--- src/rtl/pattern_event_logger_if.sv ---
// Event stream from the logger to its consumer: FIFO head and the consumer's accept.
//   master (logger):   drives ev_valid, ev_code, ev_ts; samples ev_ready
//   slave  (consumer): samples ev_valid, ev_code, ev_ts; drives ev_ready
interface pattern_event_logger_if #(
    parameter int unsigned TS_W = 16
);
    logic            ev_valid;
    logic            ev_ready;
    logic [2:0]      ev_code;
    logic [TS_W-1:0] ev_ts;

    modport master (
        output ev_valid,
        output ev_code,
        output ev_ts,
        input  ev_ready
    );

    modport slave (
        input  ev_valid,
        input  ev_code,
        input  ev_ts,
        output ev_ready
    );
endinterface

--- src/rtl/pattern_event_logger.sv ---
// Timestamps every nonzero pattern-detector code, queues {code, ts} in a
// first-word-fall-through FIFO drained over ev_if, and keeps per-code hit
// counters plus drop / illegal-code status.
//   clk, rst        clock; synchronous active-high reset
//   clr_i           synchronous soft clear (FIFO, counters, flags; not ts)
//   det_code_i      detector code, 000 = no event
//   ev_if           master side of the event stream (valid/ready/code/ts)
//   cnt{1,2,3,7}_o  saturating hit counters for codes 001/010/011/111
//   drop_cnt_o      saturating count of events lost to a full FIFO
//   ovf_o           sticky: an event was dropped
//   bad_code_o      sticky: code 100/101/110 was seen
//   level_o         FIFO occupancy
module pattern_event_logger #(
    parameter int unsigned DEPTH = 8,
    parameter int unsigned TS_W  = 16,
    parameter int unsigned CNT_W = 8
) (
    input  logic                     clk,
    input  logic                     rst,
    input  logic                     clr_i,
    input  logic [2:0]               det_code_i,
    pattern_event_logger_if.master   ev_if,
    output logic [CNT_W-1:0]         cnt1_o,
    output logic [CNT_W-1:0]         cnt2_o,
    output logic [CNT_W-1:0]         cnt3_o,
    output logic [CNT_W-1:0]         cnt7_o,
    output logic [CNT_W-1:0]         drop_cnt_o,
    output logic                     ovf_o,
    output logic                     bad_code_o,
    output logic [$clog2(DEPTH):0]   level_o
);

    localparam int unsigned PTR_W = $clog2(DEPTH);
    localparam int unsigned LVL_W = PTR_W + 1;

    typedef struct packed {
        logic [2:0]      code;
        logic [TS_W-1:0] ts;
    } entry_t;

    logic [TS_W-1:0]  ts_q;
    entry_t           mem_q   [DEPTH];
    entry_t           mem_d   [DEPTH];
    logic [PTR_W-1:0] wr_ptr_q, wr_ptr_d;
    logic [PTR_W-1:0] rd_ptr_q, rd_ptr_d;
    logic [LVL_W-1:0] level_q, level_d;
    logic [CNT_W-1:0] cnt_q   [4];
    logic [CNT_W-1:0] cnt_d   [4];
    logic [CNT_W-1:0] drop_q, drop_d;
    logic             ovf_q, ovf_d;
    logic             bad_q, bad_d;
    logic             valid_q;
    entry_t           head_q, head_d;

    logic             legal;
    logic             illegal;
    logic             full;
    logic             pop;
    logic             push;
    logic             drop;
    logic [1:0]       cnt_idx;

    // Event classification and FIFO handshake decisions.
    assign legal   = det_code_i inside {3'b001, 3'b010, 3'b011, 3'b111};
    assign illegal = det_code_i inside {3'b100, 3'b101, 3'b110};
    assign full    = (level_q == LVL_W'(DEPTH));
    assign pop     = valid_q & ev_if.ev_ready;
    // A full FIFO still accepts a push when the head leaves on the same edge.
    assign push    = legal & (~full | pop);
    assign drop    = legal & full & ~pop;

    always_comb begin
        case (det_code_i)
            3'b001:  cnt_idx = 2'd0;
            3'b010:  cnt_idx = 2'd1;
            3'b011:  cnt_idx = 2'd2;
            default: cnt_idx = 2'd3;
        endcase
    end

    // Next-state for FIFO, counters and flags.
    always_comb begin
        mem_d    = mem_q;
        wr_ptr_d = wr_ptr_q;
        rd_ptr_d = rd_ptr_q;
        level_d  = level_q;
        cnt_d    = cnt_q;
        drop_d   = drop_q;
        ovf_d    = ovf_q;
        bad_d    = bad_q;

        if (clr_i) begin
            wr_ptr_d = '0;
            rd_ptr_d = '0;
            level_d  = '0;
            for (int i = 0; i < 4; i++) begin
                cnt_d[i] = '0;
            end
            drop_d   = '0;
            ovf_d    = 1'b0;
            bad_d    = 1'b0;
        end else begin
            if (push) begin
                mem_d[wr_ptr_q] = '{code: det_code_i, ts: ts_q};
                wr_ptr_d        = wr_ptr_q + PTR_W'(1);
            end
            if (pop) begin
                rd_ptr_d = rd_ptr_q + PTR_W'(1);
            end
            level_d = level_q + LVL_W'(push) - LVL_W'(pop);

            // Counters track detections, including ones the FIFO had to drop.
            if (legal && (cnt_q[cnt_idx] != '1)) begin
                cnt_d[cnt_idx] = cnt_q[cnt_idx] + CNT_W'(1);
            end
            if (drop) begin
                ovf_d = 1'b1;
                if (drop_q != '1) begin
                    drop_d = drop_q + CNT_W'(1);
                end
            end
            if (illegal) begin
                bad_d = 1'b1;
            end
        end

        // Head is registered from next state so a fresh push shows one cycle later.
        head_d = (level_d != '0) ? mem_d[rd_ptr_d] : '0;
    end

    // State registers; ts is only touched by rst.
    always_ff @(posedge clk) begin
        if (rst) begin
            ts_q     <= '0;
            wr_ptr_q <= '0;
            rd_ptr_q <= '0;
            level_q  <= '0;
            for (int i = 0; i < 4; i++) begin
                cnt_q[i] <= '0;
            end
            drop_q   <= '0;
            ovf_q    <= 1'b0;
            bad_q    <= 1'b0;
            valid_q  <= 1'b0;
            head_q   <= '0;
        end else begin
            ts_q     <= ts_q + TS_W'(1);
            mem_q    <= mem_d;
            wr_ptr_q <= wr_ptr_d;
            rd_ptr_q <= rd_ptr_d;
            level_q  <= level_d;
            cnt_q    <= cnt_d;
            drop_q   <= drop_d;
            ovf_q    <= ovf_d;
            bad_q    <= bad_d;
            valid_q  <= (level_d != '0);
            head_q   <= head_d;
        end
    end

    assign ev_if.ev_valid = valid_q;
    assign ev_if.ev_code  = head_q.code;
    assign ev_if.ev_ts    = head_q.ts;
    assign cnt1_o         = cnt_q[0];
    assign cnt2_o         = cnt_q[1];
    assign cnt3_o         = cnt_q[2];
    assign cnt7_o         = cnt_q[3];
    assign drop_cnt_o     = drop_q;
    assign ovf_o          = ovf_q;
    assign bad_code_o     = bad_q;
    assign level_o        = level_q;

endmodule

--- src/flat_wrapper.sv ---
// flat-port wrapper written by rule: the top's interface ports become plain ports
module pattern_event_logger_flat 
#(
    parameter int unsigned DEPTH = 8,
    parameter int unsigned TS_W  = 16,
    parameter int unsigned CNT_W = 8
)
  (clk, rst, clr_i, det_code_i, cnt1_o, cnt2_o, cnt3_o, cnt7_o, drop_cnt_o, ovf_o, bad_code_o, level_o, ev_if_ev_valid, ev_if_ev_code, ev_if_ev_ts, ev_if_ev_ready);
  pattern_event_logger_if #(.TS_W(TS_W)) ev_if_i ();
  input  logic clk;
  input  logic rst;
  input  logic clr_i;
  input  logic [2:0] det_code_i;
  output logic [CNT_W-1:0] cnt1_o;
  output logic [CNT_W-1:0] cnt2_o;
  output logic [CNT_W-1:0] cnt3_o;
  output logic [CNT_W-1:0] cnt7_o;
  output logic [CNT_W-1:0] drop_cnt_o;
  output logic ovf_o;
  output logic bad_code_o;
  output logic [$clog2(DEPTH):0] level_o;
  output wire logic [$bits(ev_if_i.ev_valid)-1:0] ev_if_ev_valid;
  output wire logic [$bits(ev_if_i.ev_code)-1:0] ev_if_ev_code;
  output wire logic [$bits(ev_if_i.ev_ts)-1:0] ev_if_ev_ts;
  input wire logic [$bits(ev_if_i.ev_ready)-1:0] ev_if_ev_ready;
  assign ev_if_ev_valid = ev_if_i.ev_valid;
  assign ev_if_ev_code = ev_if_i.ev_code;
  assign ev_if_ev_ts = ev_if_i.ev_ts;
  assign ev_if_i.ev_ready = ev_if_ev_ready;
  pattern_event_logger #(.DEPTH(DEPTH), .TS_W(TS_W), .CNT_W(CNT_W)) u_core (.clk(clk), .rst(rst), .clr_i(clr_i), .det_code_i(det_code_i), .ev_if(ev_if_i), .cnt1_o(cnt1_o), .cnt2_o(cnt2_o), .cnt3_o(cnt3_o), .cnt7_o(cnt7_o), .drop_cnt_o(drop_cnt_o), .ovf_o(ovf_o), .bad_code_o(bad_code_o), .level_o(level_o));
endmodule
--- config.mk ---
export PLATFORM = sky130hd
export DESIGN_NAME = pattern_event_logger_flat
export DESIGN_NICKNAME = d
export VERILOG_FILES = /design/src/rtl/pattern_event_logger_if.sv /design/src/rtl/pattern_event_logger.sv /design/src/flat_wrapper.sv
export SDC_FILE = /design/constraint.sdc
export NUM_CORES = 1
export LEC_CHECK = 0
export CORE_ASPECT_RATIO = 1.2
export CORE_MARGIN = 4
export CORE_UTILIZATION = 46
export CTS_CLUSTER_SIZE = 8
export DETAILED_ROUTE_END_ITERATION = 8
export DONT_BUFFER_PORTS = 1
export GPL_TIMING_DRIVEN = 1
export PLACE_DENSITY = 0.62
export SYNTH_ARGS = -nofsm -noshare
export SYNTH_HDL_FRONTEND = slang
export SYNTH_SLANG_ARGS = --single-unit
--- constraint.sdc ---
create_clock -name clk -period 12.3 [get_ports clk]
set_input_delay 1.23 -clock clk [delete_from_list [all_inputs] [get_ports clk]]
set_output_delay 1.23 -clock clk [all_outputs]
set_load 0.05 [all_outputs]
## Word-level counts from Yosys, hierarchy flattened

Cells that the tools add are included.

- Flip-flop bits (word level): 240
- Input bits: 7
- Output and inout port bits: 66
- Word-level logic and storage cells: 90

- Add/subtract/negate cells: 7
- Order comparisons: 5
- Eq/ne operators: 10
- Muxes and demuxes: 18
- Bitwise operators: 11
- Reductions and logical operators: 9

Operators with widths:

| kind | count |
|---|---|
| $mux W152 | 2 |
| $bwmux W152 | 1 |
| $bmux W19 S3 | 1 |
| $demux W19 S3 | 1 |
| $mux W19 | 3 |
| $bwmux W32 | 1 |
| $mux W8 | 3 |
| $add A16 B1 Y16 const B | 1 |
| $add A8 B1 Y8 const B | 2 |
| $bmux W8 S2 | 1 |
| $demux W8 S2 | 1 |
| $ne A8 B8 Y1 const B | 2 |
| $eq A3 B3 Y1 const B | 4 |
| $ge A4 B4 Y1 const B | 2 |
| $not A3 Y4 | 2 |
| $reduce_bool A4 Y1 | 2 |
| $add A3 B1 Y3 const B | 2 |
| $eq A3 B2 Y1 const B | 2 |
| $mux W3 | 2 |
| $pmux W2 S3 | 1 |
| $add A4 B1 Y4 | 1 |
| $and A1 B1 Y1 | 4 |
| $eq A4 B4 Y1 const B | 1 |
| $lt A4 B1 Y1 const B | 1 |
| other kinds (12) | 17 |

## Depth between registers and ports, before layout

- Word-level depth: 11
- Mapped depth: 14

## Least setup slack after synthesis

Ideal clock, no wire load.

- Path type: input -> register
- Start: input rst
- End: register u_core.mem_q[0] in the netlist's numbering, enable pin
- Arrival time: 4.574 ns
- Setup slack: 7.222 ns
- Cell stages on the path: 3
- Buffers on the path: 2
- Cells stage by stage: clkbuf_1 buf_1 inv_1

RTL lines:

| what | line | source |
|---|---|---|
| from (decl) | flat_wrapper.sv:11 | `input logic rst;` |
| to (signal assigned) | pattern_event_logger.sv:148 | `mem_q <= mem_d;` |
| to (decl) | pattern_event_logger.sv:42 | `entry_t mem_q [DEPTH];` |

No word-level cell between the ends.

## Final worst setup path

- Start: input det_code_i[2]
- End: register u_core.head_q (netlist bit u_core.ev_if.ev_ts[2])

- Word-level cells in the longest chain between the ends: 9
- Elaborated cells on any way between the ends: 17
- Classes of those cells: add/sub: 2; eq/ne: 4; mux: 6; bitwise: 2; reduce/logical: 3

RTL lines:

| what | line | source |
|---|---|---|
| from (decl) | flat_wrapper.sv:13 | `input logic [2:0] det_code_i;` |
| $eq A3 B1 Y1 (tied with other cells) | pattern_event_logger.sv:64 | `assign legal = det_code_i inside {3'b001, 3'b010, 3'b011, 3'b111};` |
| $reduce_bool A4 Y1 * | pattern_event_logger.sv:64 |  |
| $and A1 B1 Y1 * | pattern_event_logger.sv:69 | `assign push = legal & (~full \| pop);` |
| $add A4 B1 Y4 | pattern_event_logger.sv:110 | `level_d = level_q + LVL_W'(push) - LVL_W'(pop);` |
| $sub A4 B1 Y4 | pattern_event_logger.sv:110 |  |
| $mux W4 | pattern_event_logger.sv:92 | `if (clr_i) begin` |
| $reduce_bool A4 Y1 | pattern_event_logger.sv:128 | `head_d = (level_d != '0) ? mem_d[rd_ptr_d] : '0;` |
| $not A1 Y1 (no source line) | -- |  |
| $reduce_or A2 Y1 (no source line) | -- |  |
| to (signal assigned) | pattern_event_logger.sv:145 | `head_q <= '0;` |
| to (signal assigned) | pattern_event_logger.sv:157 | `head_q <= head_d;` |
| to (decl) | pattern_event_logger.sv:53 | `entry_t head_q, head_d;` |

Mark *: on every way between the ends. The rest lies on a longest branch, timed or not. The select of a mux whose other input is x is not followed.
A chain may end at the register's enable or synchronous reset.

==> out/metrics.csv <==
metric,value,unit
r2r.worst_path.cells,11,
crit_type,in -> reg,
critPathCaptureType,register,
grt-ovfl-total,0,
hold_ws,0.573,ns
antenna_found_initial,0,
core_area,0.0263,mm2
drv_cap,0,
cts_root_buf,clkbuf_16,
syn_nets,1083,
critPathArrivalTime,4.29,ns
drc,0,
postCtsSetupRepairBufs,0,
initial_core_util,46.6,%
powerDensity,154,mW/mm2
area_delta_synth_final,9.63,%
dp_hpwl,18500,um
wire_per_inst,23.7,um
place.gp.congestion,0.818,
path_clk_slew,0.05,ns
skew,0.0129,ns
syn_inst,1065,
finalCriticalPeriod,3.90,ns
ys.flop_type,edfxtp_1,
critical_path.max_stage_delay,0.69,ns
dieWidth,157,um
worstPathRequired,12.69,ns
io_pins,73,
setup_tns,0,ns
rsz0062_at_grt,no,
antenna_left,0,
final-hold-violation-count,0,
drt_iter0_markers,776,
synth-edff-count,152,
drive_gt1_share,24.7,%
synth_area,0.0122,mm2
numClockSinks,240,
place_area,0.0124,mm2
wl,32900,um
via_per_inst,6.20,
ys_warn_count,0,
fmax,0.256,GHz
grt_pass1_wl,50300,um
critPathLaunchType,input pin,
cts_tree,yes,
drv_slew,0,
num_rows,65,
cts-resized-gates,0,
worstPathCellList,and2b_1 -> a21o_2 -> nand2_2 -> inv_2 -> ha_1 -> fa_1 -> xor2_1 -> nor3_1 -> a21oi_1 -> nand2_1 -> o22ai_1,
post-route-period-util,31.7,%
critPathSlowestCell,nand2_1,
layout.nets,1050,
holdCritPathClass,reg -> reg,
syn_avg_cell_area,11.5,um2
hold_depth,1,
cts-hold-fix-buffers,0,
yosysUniqueCellTypes,68,
die_h,187,um
dp_slack,7.91,ns
diodes,0,
worstMarginPinSlew,1.22,ns
portBuffers,0,
stdcell_area,0.0134,mm2
setup_ws,8.40,ns
finish.utilization,51.1,%
finalSetupViolCount,0,
firstDrtPassIters,5,
grt_pass1_vias,8392,
ys_ff_latch,240,
ir_drop,0.102,mV
cp_max_fo,29,
async_flop_share,0,%
grt_max_degree,81,
dr_total_vias,8625,
insertion_delay,0.50,ns
cts_buffers,35,
fp.dieArea,0.0293,mm2
status,"finished, final reports clean",
yosysSeqAreaShare,51.7,%
cts_max_path_buffers,3,
track_usage,22.0,%
fillerInstances,2313,
power_leakage,4.60,nW
h-tree-depth,2,
slew_headroom,18.8,%
## critical path: cells and delay by family
| family | cells | cell delay [ns] |
|---|---|---|
| compound gates | 3 | 0.97 |
| xor+xnor | 1 | 0.19 |
| fa+ha+maj | 2 | 0.61 |
| simple gates | 4 | 1.20 |
| buf+inv | 1 | 0.09 |
## worst paths after layout
| kind | end | startpoint | slack (ns) |
|---|---|---|---|
| max | u_core.ev_if.ev_ts[2] | det_code_i[2] | 8.40 |
| min | u_core.mem_q[70] | u_core.mem_q[70] | 0.57 |
| max reg2reg | u_core.ev_if.ev_ts[2] | u_core.level_o[3] | 8.57 |
| min reg2reg | u_core.mem_q[70] | u_core.mem_q[70] | 0.57 |
## per-layer routing
metal / wire (um) / GRT usage [%]
met1: 13800 / 28.5
met2: 16500 / 37.2
met3: 1870 / 4.11
met4: 811 / 6.61
met5: 0 / 0
## state kept, by name, summed over array words and instances (netlist names)
signal                 cells
u_core.mem_q             152
u_core.ev_if.ev_ts        16
u_core.ts_q               16
u_core.cnt1_o              8
u_core.cnt2_o              8
u_core.cnt3_o              8
u_core.cnt7_o              8
u_core.drop_cnt_o          8
u_core.level_o             4
u_core.ev_if.ev_code       3
u_core.rd_ptr_q            3
u_core.wr_ptr_q            3
u_core.bad_code_o          1
u_core.ev_if.ev_valid      1
u_core.ovf_o               1
## kinds of logic (layout without fill, tap and decap cells)
family / after synthesis / count (layout) / synth area share (%)
XOR/XNOR: 28 / 28 / 2.12
buffers and inverters: 98 / 89 / 3.89
adder cells (fa/ha/maj): 11 / 11 / 1.19
multiplexers: 168 / 168 / 15.5
AO/OA/AOI/OAI: 260 / 260 / 14.7
AND/OR/NAND/NOR: 260 / 260 / 10.9
flip-flops: 240 / 240 / 51.7
## area by class of cell
cell class                      count  area (um2)  share of cell area, %
Sequential cell                   240        6330                   47.1
Clock inverter                      2        25.0                  0.186
Timing Repair Buffer               16         120                  0.895
Clock buffer                       59         987                   7.35
Inverter                           12        50.0                  0.373
Multi-Input combinational cell    727        5500                   40.9
Tap cell                          335         419                   3.12
## cells in the mapped netlist, types with 4 or more instances
cell	count	area share, %
xor2_1	18	1.3
mux2i_1	13	1.1
nand3_1	38	1.6
a31oi_1	38	1.9
a21oi_1	36	1.5
buf_2	21	0.86
nor2_1	71	2.2
o21ai_1	4	0.16
inv_1	11	0.34
nor2b_1	7	0.36
o21ai_4	4	0.53
edfxtp_1	152	37
and3_1	8	0.41
nor3_1	5	0.20
ha_1	10	1.0
mux2_2	152	14
nand2b_1	8	0.41
nand4_1	6	0.31
buf_6	8	0.74
nand2_1	36	1.1
or2_2	20	1.0
o31ai_2	4	0.41
buf_4	6	0.37
dfxtp_1	88	14
xnor2_1	9	0.64
and2_1	4	0.20
or3_1	42	2.1
clkbuf_1	48	1.5
a211oi_1	38	2.3
o21ai_0	28	1.1
o22ai_1	57	2.9
a2bb2oi_1	24	1.7
## where the power goes
group	total, mW	internal (mW)	switching (mW)
registers	0.981	0.910	0.0716
clock network	0.886	0.544	0.342
logic	0.206	0.0879	0.118
## per-stage QoR
stage | power [mW] | instances
after detailed placement | 1.20 | 1330
after global placement | 1.20 | 1330
after CTS | 2.09 | 1391
after floorplan | 1.15 | 1065
after global routing | 2.16 | 1391
final | 2.07 | 1391
## layout by cell type (no fill, tap or decap), drive strengths merged, types with 16 or more instances in the layout
| cell | instances |
|---|---|
| buf | 16 |
| a31oi | 38 |
| o22ai | 57 |
| nor2 | 73 |
| edfxtp | 152 |
| mux2 | 153 |
| or3 | 42 |
| nand3 | 39 |
| a21oi | 38 |
| a2bb2oi | 24 |
| o21ai | 38 |
| xor2 | 18 |
| nand2 | 39 |
| or2 | 20 |
| dfxtp | 88 |
| clkbuf | 59 |
| a211oi | 38 |
(Power assumes the default switching activity.)
